===== src/rtl/alu_seq.sv =====
// rtl/alu_seq.sv - registered N-bit ALU with valid/ready handshake and a shift-add multiplier
`timescale 1ns/1ps
module alu_seq #(
   parameter int WIDTH = 32,
   parameter int CNT_W = $clog2(WIDTH) + 1
) (
   input  logic             clk,
   input  logic             rst_n,
   input  logic             in_valid,
   output logic             in_ready,
   input  logic [WIDTH-1:0] A,
   input  logic [WIDTH-1:0] B,
   input  logic [2:0]       sel,
   output logic             out_valid,
   input  logic             out_ready,
   output logic [WIDTH-1:0] out,
   output logic             cout,
   output logic             overflow,
   output logic             zero,
   output logic             busy
);

   typedef enum logic {IDLE = 1'b0, MUL = 1'b1} state_t;

   localparam logic [2:0] OP_AND  = 3'b000;
   localparam logic [2:0] OP_OR   = 3'b001;
   localparam logic [2:0] OP_ADD  = 3'b010;
   localparam logic [2:0] OP_SUB  = 3'b011;
   localparam logic [2:0] OP_SLT  = 3'b100;
   localparam logic [2:0] OP_SLTU = 3'b101;
   localparam logic [2:0] OP_MUL  = 3'b110;
   localparam logic [2:0] OP_XOR  = 3'b111;

   state_t               state_q, state_d;
   logic [CNT_W-1:0]     cnt_q, cnt_d;
   logic [2*WIDTH-1:0]   mcand_q, mcand_d;
   logic [WIDTH-1:0]     mplier_q, mplier_d;
   logic [2*WIDTH-1:0]   acc_q, acc_d;
   logic [WIDTH-1:0]     out_q, out_d;
   logic                 cout_q, cout_d;
   logic                 ovf_q, ovf_d;
   logic                 zero_q, zero_d;
   logic                 out_valid_q, out_valid_d;

   logic                 accept;
   logic                 mul_start;
   logic                 mul_last;
   logic [WIDTH-1:0]     b_eff;
   logic [WIDTH:0]       sum;
   logic                 add_ovf;
   logic [WIDTH-1:0]     res;
   logic                 res_c;
   logic                 res_v;

   // FSM: state register
   always_ff @(posedge clk or negedge rst_n) begin
      if (!rst_n) state_q <= IDLE;
      else        state_q <= state_d;
   end

   // FSM: next state
   always_comb begin
      state_d = state_q;
      case (state_q)
         IDLE:    if (mul_start) state_d = MUL;
         MUL:     if (mul_last)  state_d = IDLE;
         default: state_d = IDLE;
      endcase
   end

   // FSM: outputs
   always_comb begin
      busy     = (state_q == MUL);
      in_ready = (state_q == IDLE) && (!out_valid_q || out_ready);
   end

   assign accept    = in_valid && in_ready;
   assign mul_start = accept && (sel == OP_MUL);
   assign mul_last  = (state_q == MUL) && (cnt_q == CNT_W'(WIDTH - 1));

   // SUB shares the adder as A + ~B + 1 so cout means "no borrow"
   always_comb begin
      b_eff   = (sel == OP_SUB) ? ~B : B;
      sum     = {1'b0, A} + {1'b0, b_eff} + (WIDTH+1)'(sel == OP_SUB);
      add_ovf = (A[WIDTH-1] == b_eff[WIDTH-1]) && (sum[WIDTH-1] != A[WIDTH-1]);
      res     = '0;
      res_c   = 1'b0;
      res_v   = 1'b0;
      case (sel)
         OP_AND:  res = A & B;
         OP_OR:   res = A | B;
         OP_XOR:  res = A ^ B;
         OP_ADD, OP_SUB: begin
            res   = sum[WIDTH-1:0];
            res_c = sum[WIDTH];
            res_v = add_ovf;
         end
         OP_SLT:  res = {{(WIDTH-1){1'b0}}, $signed(A) < $signed(B)};
         OP_SLTU: res = {{(WIDTH-1){1'b0}}, A < B};
         default: res = '0;
      endcase
   end

   always_comb begin
      mcand_d  = mcand_q;
      mplier_d = mplier_q;
      acc_d    = acc_q;
      cnt_d    = cnt_q;
      if (mul_start) begin
         mcand_d  = {{WIDTH{1'b0}}, A};
         mplier_d = B;
         acc_d    = '0;
         cnt_d    = '0;
      end else if (state_q == MUL) begin
         if (mplier_q[0]) acc_d = acc_q + mcand_q;
         mcand_d  = mcand_q << 1;
         mplier_d = mplier_q >> 1;
         cnt_d    = cnt_q + CNT_W'(1);
      end
   end

   // A fresh result wins over the drain, so simultaneous drain + accept keeps out_valid high
   always_comb begin
      out_d       = out_q;
      cout_d      = cout_q;
      ovf_d       = ovf_q;
      zero_d      = zero_q;
      out_valid_d = out_valid_q;
      if (accept && (sel != OP_MUL)) begin
         out_d       = res;
         cout_d      = res_c;
         ovf_d       = res_v;
         zero_d      = (res == '0);
         out_valid_d = 1'b1;
      end else if (mul_last) begin
         out_d       = acc_d[WIDTH-1:0];
         cout_d      = |acc_d[2*WIDTH-1:WIDTH];
         ovf_d       = 1'b0;
         zero_d      = (acc_d[WIDTH-1:0] == '0);
         out_valid_d = 1'b1;
      end else if (out_valid_q && out_ready) begin
         out_valid_d = 1'b0;
      end
   end

   always_ff @(posedge clk or negedge rst_n) begin
      if (!rst_n) begin
         cnt_q       <= '0;
         mcand_q     <= '0;
         mplier_q    <= '0;
         acc_q       <= '0;
         out_q       <= '0;
         cout_q      <= 1'b0;
         ovf_q       <= 1'b0;
         zero_q      <= 1'b0;
         out_valid_q <= 1'b0;
      end else begin
         cnt_q       <= cnt_d;
         mcand_q     <= mcand_d;
         mplier_q    <= mplier_d;
         acc_q       <= acc_d;
         out_q       <= out_d;
         cout_q      <= cout_d;
         ovf_q       <= ovf_d;
         zero_q      <= zero_d;
         out_valid_q <= out_valid_d;
      end
   end

   assign out       = out_q;
   assign cout      = cout_q;
   assign overflow  = ovf_q;
   assign zero      = zero_q;
   assign out_valid = out_valid_q;

endmodule


===== config.mk =====
export PLATFORM = sky130hd
export DESIGN_NAME = alu_seq
export DESIGN_NICKNAME = d
export VERILOG_FILES = /design/src/rtl/alu_seq.sv
export SDC_FILE = /design/constraint.sdc
export NUM_CORES = 1
export LEC_CHECK = 0
export ABC_AREA = 1
export BUFFER_PORTS_ARGS = -buffer_cell sky130_fd_sc_hd__buf_4
export CORE_AREA = 2 2 263 265
export CTS_BUF_LIST = sky130_fd_sc_hd__clkbuf_16
export DETAILED_ROUTE_END_ITERATION = 8
export DIE_AREA = 0 0 265 267
export PLACE_DENSITY_LB_ADDON = 0.1
export SLEW_MARGIN = 15
export SYNTH_ARGS = -nofsm -noshare
export SYNTH_HDL_FRONTEND = slang
export SYNTH_SLANG_ARGS = --single-unit

===== constraint.sdc =====
create_clock -name clk -period 4.9 [get_ports clk]
set_input_delay 0.98 -clock clk [delete_from_list [all_inputs] [get_ports clk]]
set_output_delay 0.98 -clock clk [all_outputs]
set_load 0.03 [all_outputs]

== Word level (Yosys, flattened, before mapping) ==
Index checks and enable logic that the tools add are counted.

* Word-level logic and storage cells: 76
* Flip-flop bits (word level): 203

* Order comparisons: 2
* Add/subtract/negate cells: 4
* Equal/unequal tests: 11
* Reduce and logical (&&, ||, !) cells: 17
* Mux-type cells: 27
* Bitwise logic cells: 5

{| class="wikitable"
|+ Operators with widths
! cell !! number
|-
| $mux W64 || 5
|-
| $pmux W32 S6 || 1
|-
| $mux W32 || 5
|-
| $add A64 B64 Y64 || 1
|-
| $logic_not A32 Y1 || 2
|-
| $lt A32 B32 Y1 || 2
|-
| $add A32 B32 Y33 || 1
|-
| $add A33 B1 Y33 || 1
|-
| $and A32 B32 Y32 || 1
|-
| $not A32 Y32 || 1
|-
| $or A32 B32 Y32 || 1
|-
| $reduce_or A32 Y1 || 1
|-
| $xor A32 B32 Y32 || 1
|-
| $mux W1 || 13
|-
| $eq A3 B3 Y1 const B || 4
|-
| $mux W6 || 2
|-
| $logic_and A1 B1 Y1 || 7
|-
| $add A6 B1 Y6 const B || 1
|-
| $eq A3 B2 Y1 const B || 2
|-
| $eq A6 B5 Y1 const B || 1
|-
| $reduce_bool A2 Y1 || 2
|-
| $eq A3 B1 Y1 const B || 1
|-
| $logic_not A3 Y1 || 1
|-
| $ne A3 B3 Y1 const B || 1
|-
| other kinds (8) || 8
|}

== Depth between registers and ports, before layout ==
Gate-level depths: netlist of the first run.

* Depth in word-level cells: 9
* Gate-level depth with buffers: 26
* Gate-level depth less buffers: 26

== Least setup slack after synthesis of the first run ==
Ideal clock, no wire load.

* Kind: input-to-reg
* Start point: input port sel[1]
* End point: register zero_q, in the netlist zero
* Arrival time: 3507 ps
* Stages on the path: 24
* Library setup time: 71 ps
* Data required time: 4829 ps
* Slack: 1322 ps
* Path buffers: 1
* Path through: inv_2 -> nor2_8 -> nand2_4 -> buf_1 -> xor2_1 -> ha_1 -> a21oi_1 -> o21ai_0 -> inv_1 -> nand2_2 -> nand2_1 -> nand2_2 -> nand2_1 -> nand2_1 -> nand2_1 -> nand2_1 -> nand2_1 -> nand3_1 -> nand2_1 -> nor2_1 -> nand3_1 -> nor2_1 -> nor2_1 -> nor2_1

* Word-level cells in the longest chain between the ends: 7
* Elaborated cells between the ends (all ways): 22

{| class="wikitable"
|+ RTL lines
! what !! RTL line !! source
|-
| start: declaration || 13 || <nowiki>input logic [2:0] sel,</nowiki>
|-
| $eq A3 B2 Y1 || 83, 84, 89 ||
|-
| $mux W32 || 83 || <nowiki>b_eff = (sel == OP_SUB) ? ~B : B;</nowiki>
|-
| $add A32 B32 Y33 || 84 || <nowiki>sum = {1'b0, A} + {1'b0, b_eff} + (WIDTH+1)'(sel == OP_SUB);</nowiki>
|-
| $add A33 B1 Y33 || 84 ||
|-
| $pmux W32 S6 || 89 || <nowiki>case (sel)</nowiki>
|-
| $logic_not A32 Y1 || 133 || <nowiki>zero_d = (res == '0);</nowiki>
|-
| $mux W1 || 129 || <nowiki>if (accept && (sel != OP_MUL)) begin</nowiki>
|-
| end signal: assignment || 165 || <nowiki>zero_q <= zero_d;</nowiki>
|-
| end: declaration || 42 || <nowiki>logic zero_q, zero_d;</nowiki>
|}

Parallel ways exist; a longest one is shown, timed or not. The select of a mux whose other input is x is not followed.
A chain may end at the register's enable or synchronous reset.

== Worst setup path after layout of the first run ==
Same ends and word-level chain as after synthesis.

==> metrics.txt, run 1 <==
Slowest cell on crit path ha_1; GRT busiest layer met2; Critical R2R Launch mcand_q[0]; Die Span Y 267 µm; post_cts resized 0; pwr/cell area 605 nW/µm²; GR Util All Layers 23.2%; Required @ worst endpoint 5.43 ns; most common cell in the netlist nand2_1; Top FF cell, synth dfrtp_1; clk root buf clkbuf_16; leakage power 0.0124 µW; crit path kind input port to register; Yosys top cell area share 26.0%; Placed Instances 4074; global-route wire length before repair 125000 µm; Pint 6160 µW; clock-pin slew of the registers on the worst-case setup and hold paths 0.06 ns; Ports 109; Total Wirelength 81900 µm; Cell Rows 96; RD Place Congestion 0.949; fin util 32.8%; Final period util 79.3%; RSZ-0062 raised after global routing no; DRC 0; Syn Area/Cell 6.25 µm²; cts hold-fix bufs 0; # H-tree levels 1; Remaining Overflow, GRT 0; crit path DAT 4.42 ns; grt met2 use 40.9%; clock skew 0.0156 ns; M3 GR Usage 2.86%; area leader, netlist dfrtp_1; via/cell ratio 4.77; maximum VDD drop 0.238 mV; Max Freq 0.257 GHz; postcts setup bufs 0; final hold slack 0.365 ns; final worst path period need 3.88 ns; CTS tree yes; synthesized instance count 3127; Comb power frac 63.3%; P_sw 7330 µW; maximum capacitance violations 0; layout cells sized above 1 5.92%; cell family with most CP delay simple AND/OR/NAND/NOR gates; post-synth net total 3399; Hold/Removal Path Class input port to asynchronous set/reset pin; Crit path buffers/inverters 3; quantity of I/O buffers inserted on ports 108; met1 Use GR 29.2%; Num CTS Buffers 28; final net count 3494; count of warnings emitted by yosys 0; xor/xnor share of the synthesized area 2.46%; Synth Cell Area 19600 µm²; Adder-Cell Fraction of Synth Area 12.9%; final setup fails 0; Core Region 68000 µm²; vias in the first global route 20400; flops & latches, synth 203; simple-gate share of the synthesized area 31.8%; dpl hpwl 67700 µm; clk sinks 203; Slew @ Worst Pin 1.17 ns; clock share of power 14.5%; DR WL/cell 19.8 µm; ys async rst share 100%; critical-path maximum fanout 20; Net Sw Frac 54.3%; largest net degree at the start of global routing 91; fraction of the yosys area taken by sequential cells 26.0%; Antenna Cells 0; initial antenna violation count 1; Post-synth EDFFs 0; DR iter-0 viols 1154; Yosys cell types 43; post-route insts no fill 4125; top post-synthesis cells by count 993 x nand2_1, 632 x inv_1, 309 x nor2_1; TNS Setup 0 ns; nature of the critical path startpoint input port; chip width 265 µm; max incr delay on CP 0.42 ns; Reg power frac 22.2%; number of iterations in the first detailed-routing pass 5; post-route antenna net violation count 0; vias post-DR 19700; Area contributors post-synth dfrtp_1 26%, nand2_1 19%, ha_1 13%; critical path, cell by cell buf_4 > inv_2 > nor2_8 > nand2_4 > buf_4 > xor2_1 > ha_1 > nand2_1 > nor2_1 > nand2_1 > nor3_1 > nand2_1 > nand2_1 > nand2_1 > nand3_1 > nand4_1 > nor2_1 > nand3_1 > nor2_1 > nor2_1 > nor2_1; Compound-Gate Fraction of Synth Area 13.2%; largest family of logic cells by synthesized area simple AND/OR/NAND/NOR gates; max_slew headroom 22.0%; Initial Util 28.8%; die area 70800 µm²; Pwr Total 13500 µW; worst setup path startpoint sel[1]; final hold violation count 0; Max Transition Viols Final 0; Skew-Pair Late Insertion Delay 0.60 ns; CTS max path bufs 3; critical path capture point type register; area delta synth->final 14.0%; mux contribution to synthesized area 0%; status complete, no violations
-- state kept, by name (all words and copies together) (netlist names) --
name / count
busy: 1
cout: 1
zero: 1
out: 32
out_valid: 1
cnt_q: 6
acc_q: 64
mcand_q: 64
mplier_q: 32
overflow: 1
-- cell usage in the layout (no fill, tap or decap), types with 16 or more instances in the layout --
cell	instances
xor2_1	35
inv_1	639
o211ai_1	41
o221ai_1	26
nand4_1	27
clkbuf_16	28
o22ai_1	48
ha_1	199
xnor2_1	20
nand2_1	993
nand3_1	146
nor2_1	307
dfrtp_1	202
a22oi_1	16
buf_4	129
o21ai_0	101
nor3_1	26
a21oi_1	142
-- final cells by class --
cell class / instances / area, µm²
clock buffer: 28 / 701
clock inverter: 23 / 153
fill: 7653 / 45700
inverter: 638 / 2400
multi-input combinational: 2218 / 11800
sequential: 203 / 5080
tap: 882 / 1100
timing repair buffer: 133 / 1040
-- cell families (layout without fill, tap and decap cells) --
family / count (synthesis) / after routing
flops: 203 / 203
compound gates: 422 / 422
fa+ha+maj: 201 / 201
simple gates: 1540 / 1540
buf+inv: 706 / 822
xor+xnor: 55 / 55
-- power by group through the flow --
| stage | sequential, µW | combinational, µW | clock, µW |
|---|---|---|---|
| floorplan | 3020 | 5640 | 0 |
| detailed placement | 3010 | 8590 | 0 |
| global route | 3090 | 9720 | 2090 |
| CTS | 3000 | 8630 | 2020 |
| finish | 2990 | 8550 | 1950 |
| global placement | 3010 | 8580 | 0 |
-- metrics by stage --
step           worst slack (ns)  instance area, µm²
3_5_place_dp              0.386               21400
3_3_place_gp              0.325               21400
2_1_floorplan              1.32               19600
5_1_grt                   0.691               22300
4_1_cts                    1.02               22300
6_report                   1.02               22300
-- worst paths after layout --
path	to	slack [ns]	cells past startpoint
worst min-delay path	cnt_q[1]	0.37	1
max in group asynchronous	mcand_q[58]	3.50	2
worst max register to register	cout	1.08	22
worst min register to register	mplier_q[1]	0.48	2
worst max-delay path	zero	1.02	21
min in group clk	mplier_q[1]	0.48	2
-- layer usage --
metal  share of wire [%]  vias to the layer above
met1                  45                     9244
met3                 3.5                      107
li1                    -                     9979
met5               0.016                        -
met4                 4.1                        2
met2                  48                      337
Power figures use the tool's default switching activity.
==> inputs of run 2 (changes only) <==
--- a/config.mk
+++ b/config.mk
@@ -5,12 +5,12 @@
 export SDC_FILE = /design/constraint.sdc
 export NUM_CORES = 1
 export LEC_CHECK = 0
-export ABC_AREA = 1
+export ABC_AREA = 0
 export BUFFER_PORTS_ARGS = -buffer_cell sky130_fd_sc_hd__buf_4
-export CORE_AREA = 2 2 263 265
+export CORE_AREA = 2 2 246 248
 export CTS_BUF_LIST = sky130_fd_sc_hd__clkbuf_16
 export DETAILED_ROUTE_END_ITERATION = 8
-export DIE_AREA = 0 0 265 267
+export DIE_AREA = 0 0 248 250
 export PLACE_DENSITY_LB_ADDON = 0.1
 export SLEW_MARGIN = 15
 export SYNTH_ARGS = -nofsm -noshare
==> constraint.sdc (replaced) <==
create_clock -name clk -period 4.06 [get_ports clk]
set_input_delay 0.812 -clock clk [delete_from_list [all_inputs] [get_ports clk]]
set_output_delay 0.812 -clock clk [all_outputs]
set_load 0.03 [all_outputs]
==> metrics.txt, run 2 <==
status complete, but fails checks; failing checks setup timing; R2R Setup Slk -0.04 ns; chip width 248 µm; CTS max path bufs 3; DR iter-0 viols 810; Comb power frac 57.2%; Antenna Cells 0; Required @ worst endpoint 4.57 ns; synthesized instance count 2091; critical path capture point type register; maximum VDD drop 0.479 mV; Cell Rows 90; global-route wire length before repair 102000 µm; area delta synth->final 34.6%; Pint 7360 µW; largest net degree at the start of global routing 94; vias in the first global route 17400; final setup fails 2; final worst slack -0.0588 ns; Ports 109; cts hold-fix bufs 0; crit path DAT 4.63 ns; crit path capture zero; ys async rst share 100%; count of warnings emitted by yosys 0; Max Transition Viols Final 0; DR WL/cell 19.7 µm; RD Place Congestion 0.876; maximum capacitance violations 0; worst setup path startpoint sel[2]; clock share of power 16.6%; biggest regs acc_q: 64 flops, mcand_q: 64 flops; Critical R2R Launch acc_q[1]; post-synth net total 2363; Num CTS Buffers 26; clock skew 0.0197 ns; Top FF cell, synth dfrtp_1; CTS tree yes; critical-path maximum fanout 4; clk root buf clkbuf_16; quantity of I/O buffers inserted on ports 108; clk sinks 203; vias post-DR 17000; Yosys top cell area share 29.8%; top post-synthesis cells by count 342 x nand2_1, 203 x dfrtp_1, 199 x ha_1; number of iterations in the first detailed-routing pass 5; via/cell ratio 5.12; FF-to-FF path depth 13; commonest non-fill, non-tap cells in the layout 502 x buf_4, 340 x nand2_1, 202 x dfrtp_1; Pwr Total 13500 µW; max_slew headroom 44.2%; Reg power frac 26.2%; RSZ-0062 raised after global routing yes; DRC 0; Reg-to-Reg End cout; Max Freq 0.243 GHz; commonest non-fill, non-tap cell in the layout buf_4; most common cell in the netlist nand2_1; P_sw 6170 µW; Syn Area/Cell 8.16 µm²; crit path kind input port to register; Remaining Overflow, GRT 0; leakage power 0.0113 µW; Total Wirelength 65600 µm; FILL cells 6146; area leader, netlist dfrtp_1; Net Sw Frac 45.6%; Hold/Removal Path Class input port to asynchronous set/reset pin; initial antenna violation count 0; Initial Util 28.6%; layout cells sized above 1 24.9%; Post-synth EDFFs 0; pre-CTS setup slack -0.895 ns; Yosys cell types 79; pwr/cell area 590 nW/µm²; Slew @ Worst Pin 0.835 ns; die area 62000 µm²; flops & latches, synth 203; Skew-Pair Late Insertion Delay 0.58 ns; post-route antenna net violation count 0; Area contributors post-synth dfrtp_1 30%, ha_1 15%, nand2_1 7.5%; GR Util All Layers 21.1%; final worst path period need 4.12 ns; Die Span Y 250 µm; fraction of the yosys area taken by sequential cells 29.8%; clock-pin slew of the registers on the worst-case setup and hold paths 0.06 ns; Final period util 101%; final hold violation count 0; Core Region 59600 µm²; # H-tree levels 1; dpl hpwl 52300 µm; Synth Cell Area 17100 µm²; final net count 2799; nature of the critical path startpoint input port
[run 2: layout make-up]
cell class              count  area (µm²)  area share [%]
clock buffers              27         676            2.94
clock inverters            19         114           0.496
inverters                 104         390            1.70
multi-input cells        1679       11700            51.2
flip-flops and latches    203        5080            22.2
well taps                 782         978            4.26
repair buffers            513        3970            17.3
[run 2: kinds of logic after synthesis]
group	count (synthesis)	synth area share [%]
simple gates	709	19.0
xor+xnor	103	5.29
fa+ha+maj	201	14.8
buf+inv	209	4.61
compound gates	621	23.8
mux	45	2.64
flops	203	29.8
[run 2: repair_timing]
action,in CTS,in global routing
setup endpoints to repair,2,3
buffers inserted,12,5
pin swaps,17,29
endpoints found under the hold margin,0,0
resized for setup,32,42
[run 2: worst max-delay path: stages]
cell,delay (ns)
buf_12,0.11
nor2b_4,0.17
nand2_8,0.09
xnor2_4,0.18
inv_2,0.06
fa_2,0.39
nand3b_1,0.19
a21o_1,0.25
a211oi_4,0.33
a211oi_2,0.15
o41ai_2,0.32
buf_4,0.17
buf_6,0.10
a31oi_4,0.07
xor2_1,0.20
o211ai_1,0.14
nor4_2,0.30
nand4_1,0.16
nor4_2,0.31
a211o_1,0.13
[run 2: metrics by stage]
| step | util (%) | instances | TNS (ns) | hold WS [ns] | cell area (µm²) |
|---|---|---|---|---|---|
| floorplan | - | 2091 | -1.34 | 0.447 | 17200 |
| global placement | 36.2 | 3264 | -4.73 | 0.459 | 21600 |
| detailed placement | 36.2 | 3264 | -5.11 | 0.464 | 21600 |
| CTS | 38.0 | 3322 | 0 | 0.271 | 22700 |
| global route | 38.5 | 3327 | -0.439 | 0.287 | 22900 |
| finish | 38.5 | 3327 | -0.100 | 0.244 | 22900 |
[run 2: how the worst min path moves through the flow]
stage	start	slack, ns	end
2_1_floorplan	mplier_q[10]	0.45	mplier_q[10]
3_3_place_gp	mplier_q[28]	0.46	mplier_q[28]
3_5_place_dp	mplier_q[15]	0.46	mplier_q[15]
4_1_cts	rst_n	0.27	cnt_q[4]
5_1_grt	rst_n	0.29	cnt_q[4]
6_report	rst_n	0.24	cnt_q[4]
[run 2: metal layers]
layer / part of all wire (%) / GRT usage (%) / vias up
li1: - / - / 8417
met1: 46 / 28.0 / 8210
met2: 48 / 35.8 / 315
met3: 3.2 / 2.32 / 79
met4: 3.2 / 6.16 / 0
met5: 0 / 0 / -
[run 2: power groups by stage]
| stage | clock, µW | sequential (µW) | combinational [µW] |
|---|---|---|---|
| final | 2250 | 3550 | 7740 |
| after global placement | 0 | 3560 | 7470 |
| after CTS | 2330 | 3540 | 7680 |
| after floorplan | 0 | 3550 | 4400 |
| after global routing | 2390 | 3650 | 8540 |
| after detailed placement | 0 | 3570 | 7510 |
==> inputs of run 3 (changes only) <==
--- a/config.mk
+++ b/config.mk
@@ -7,10 +7,10 @@
 export LEC_CHECK = 0
 export ABC_AREA = 0
 export BUFFER_PORTS_ARGS = -buffer_cell sky130_fd_sc_hd__buf_4
-export CORE_AREA = 2 2 246 248
+export CORE_AREA = 2 2 168 170
 export CTS_BUF_LIST = sky130_fd_sc_hd__clkbuf_16
 export DETAILED_ROUTE_END_ITERATION = 8
-export DIE_AREA = 0 0 248 250
+export DIE_AREA = 0 0 170 172
 export PLACE_DENSITY_LB_ADDON = 0.1
 export SLEW_MARGIN = 15
 export SYNTH_ARGS = -nofsm -noshare
==> metrics.txt, run 3 (synthesized netlist as in run 2, its figures left out) <==
commonest non-fill, non-tap cell in the layout buf_4; CTS max path bufs 3; chip width 170 µm; biggest regs acc_q: 64 flops, mcand_q: 64 flops; crit path kind input port to register; Slew @ Worst Pin 0.791 ns; pwr/cell area 610 nW/µm²; fin util 77.8%; Required @ worst endpoint 4.54 ns; Skew-Pair Late Insertion Delay 0.55 ns; clk root buf clkbuf_16; DRC 0; # H-tree levels 1; RSZ-0062 raised after global routing yes; final worst slack -0.316 ns; via/cell ratio 6.39; commonest non-fill, non-tap cells in the layout 395 x buf_4, 340 x nand2_1, 202 x dfrtp_1; max_slew headroom 46.7%; post-route cell area 21400 µm²; cts hold-fix bufs 0; pre-CTS setup slack -0.751 ns; Core Region 27500 µm²; dpl hpwl 43500 µm; Die Span Y 172 µm; placed instance area 20200 µm²; die area 29200 µm²; Antenna Cells 0; maximum VDD drop 0.422 mV; Hold/Removal Path Class input port to asynchronous set/reset pin; Placed Instances 2730; RD Place Congestion 0.991; maximum capacitance violations 0; Net Sw Frac 45.5%; Remaining Overflow, GRT 0; clock skew 0.0228 ns; crit path DAT 4.85 ns; quantity of I/O buffers inserted on ports 108; post-route antenna net violation count 0; layout cells sized above 1 20.8%; Reg power frac 26.7%; Pint 7120 µW; GR Util All Layers 38.6%; P_sw 5930 µW; clock-pin slew of the registers on the worst-case setup and hold paths 0.06 ns; critical-path maximum fanout 3; area delta synth->final 25.4%; Total Wirelength 57500 µm; DR WL/cell 20.7 µm; post-route insts no fill 2781; Num CTS Buffers 24; final setup fails 2; Final period util 108%; initial antenna violation count 0; final net count 2691; vias in the first global route 17300; failing checks setup timing; Initial Util 62.1%; global-route wire length before repair 89700 µm; nature of the critical path startpoint input port; status complete, but fails checks; final hold violation count 0; vias post-DR 17800; Max Transition Viols Final 0; Cell Rows 61; Comb power frac 56.1%; CTS tree yes; Max Freq 0.229 GHz; Ports 109; DR iter-0 viols 1716; number of iterations in the first detailed-routing pass 8; largest net degree at the start of global routing 87; critical path capture point type register; leakage power 0.0107 µW; clock share of power 17.2%; final worst path period need 4.38 ns; clk sinks 203
## run 3: cell types whose count changed in the layout (fill, tap and decap cells not counted), moves of 3 or more
| cell | before | now |
|---|---|---|
| clkinv_2 | 4 | 1 |
| bufinv_16 | 1 | 4 |
| xnor2_1 | 61 | 64 |
| buf_12 | 8 | 5 |
| clkinv_1 | 8 | 4 |
| buf_4 | 502 | 395 |
| clkbuf_16 | 27 | 24 |
| ha_1 | 188 | 194 |
| ha_4 | 9 | 1 |
## run 3: critical path, stage by stage
cell,delay [ns]
buf_6,0.08
nor2b_4,0.25
nand2_8,0.10
xnor2_4,0.18
inv_2,0.06
fa_2,0.38
nand3b_1,0.22
a21o_1,0.24
buf_4,0.14
nand2_1,0.06
xor2_1,0.07
a222oi_1,0.54
nand4_1,0.28
nor4_2,0.32
buf_4,0.15
nand4_1,0.15
nor4_2,0.28
nand4_1,0.14
nor4_2,0.27
a211o_1,0.12
## run 3: power groups by stage
stage	registers, µW	logic [µW]	clock network [µW]
global placement	3460	6830	0
floorplan	3550	4400	0
global route	3560	7950	2340
detailed placement	3490	7020	0
CTS	3460	7130	2250
finish	3490	7320	2240
## run 3: through the flow
step / power (µW) / TNS, ns / hold WS [ns]
finish: 13100 / -0.344 / 0.289
global route: 13900 / -0.607 / 0.328
CTS: 12800 / -0.0334 / 0.312
detailed placement: 10500 / -4.30 / 0.463
global placement: 10300 / -2.89 / 0.459
floorplan: 7950 / -1.34 / 0.447
## run 3: area by class of cell
class,instances,area (µm²)
tap,346,433
sequential,203,5080
multi-input combinational,1680,11500
timing repair buffer,406,3140
clock buffer,24,601
fill,1962,6090
inverter,104,390
clock inverter,18,210
## run 3: worst paths after layout
path	start	slack, ns	endpoint	cells after the start
setup / recovery	sel[1]	-0.32	zero	20
max in group asynchronous	rst_n	2.89	acc_q[22]	2
hold / removal	rst_n	0.29	cnt_q[3]	1
hold reg to reg	mplier_q[6]	0.47	mplier_q[6]	2
min in group clk	mplier_q[6]	0.47	mplier_q[6]	2
setup reg to reg	mcand_q[16]	-0.03	cout	12
## run 3: per-layer routing
metal	track usage, %	wire (µm)	part of all wire, %	vias up
met4	18.6	3090	5.4	0
met1	48.5	22900	40	8527
met5	0	0	0	-
li1	-	-	-	8191
met2	66.3	27400	48	850
met3	4.88	4120	7.2	208
## run 3: timing repair
action,in CTS,in global routing
gates cloned,1,0
gates resized for setup,19,25
setup endpoints to repair,2,4
buffers inserted,6,2
pin swaps,8,13
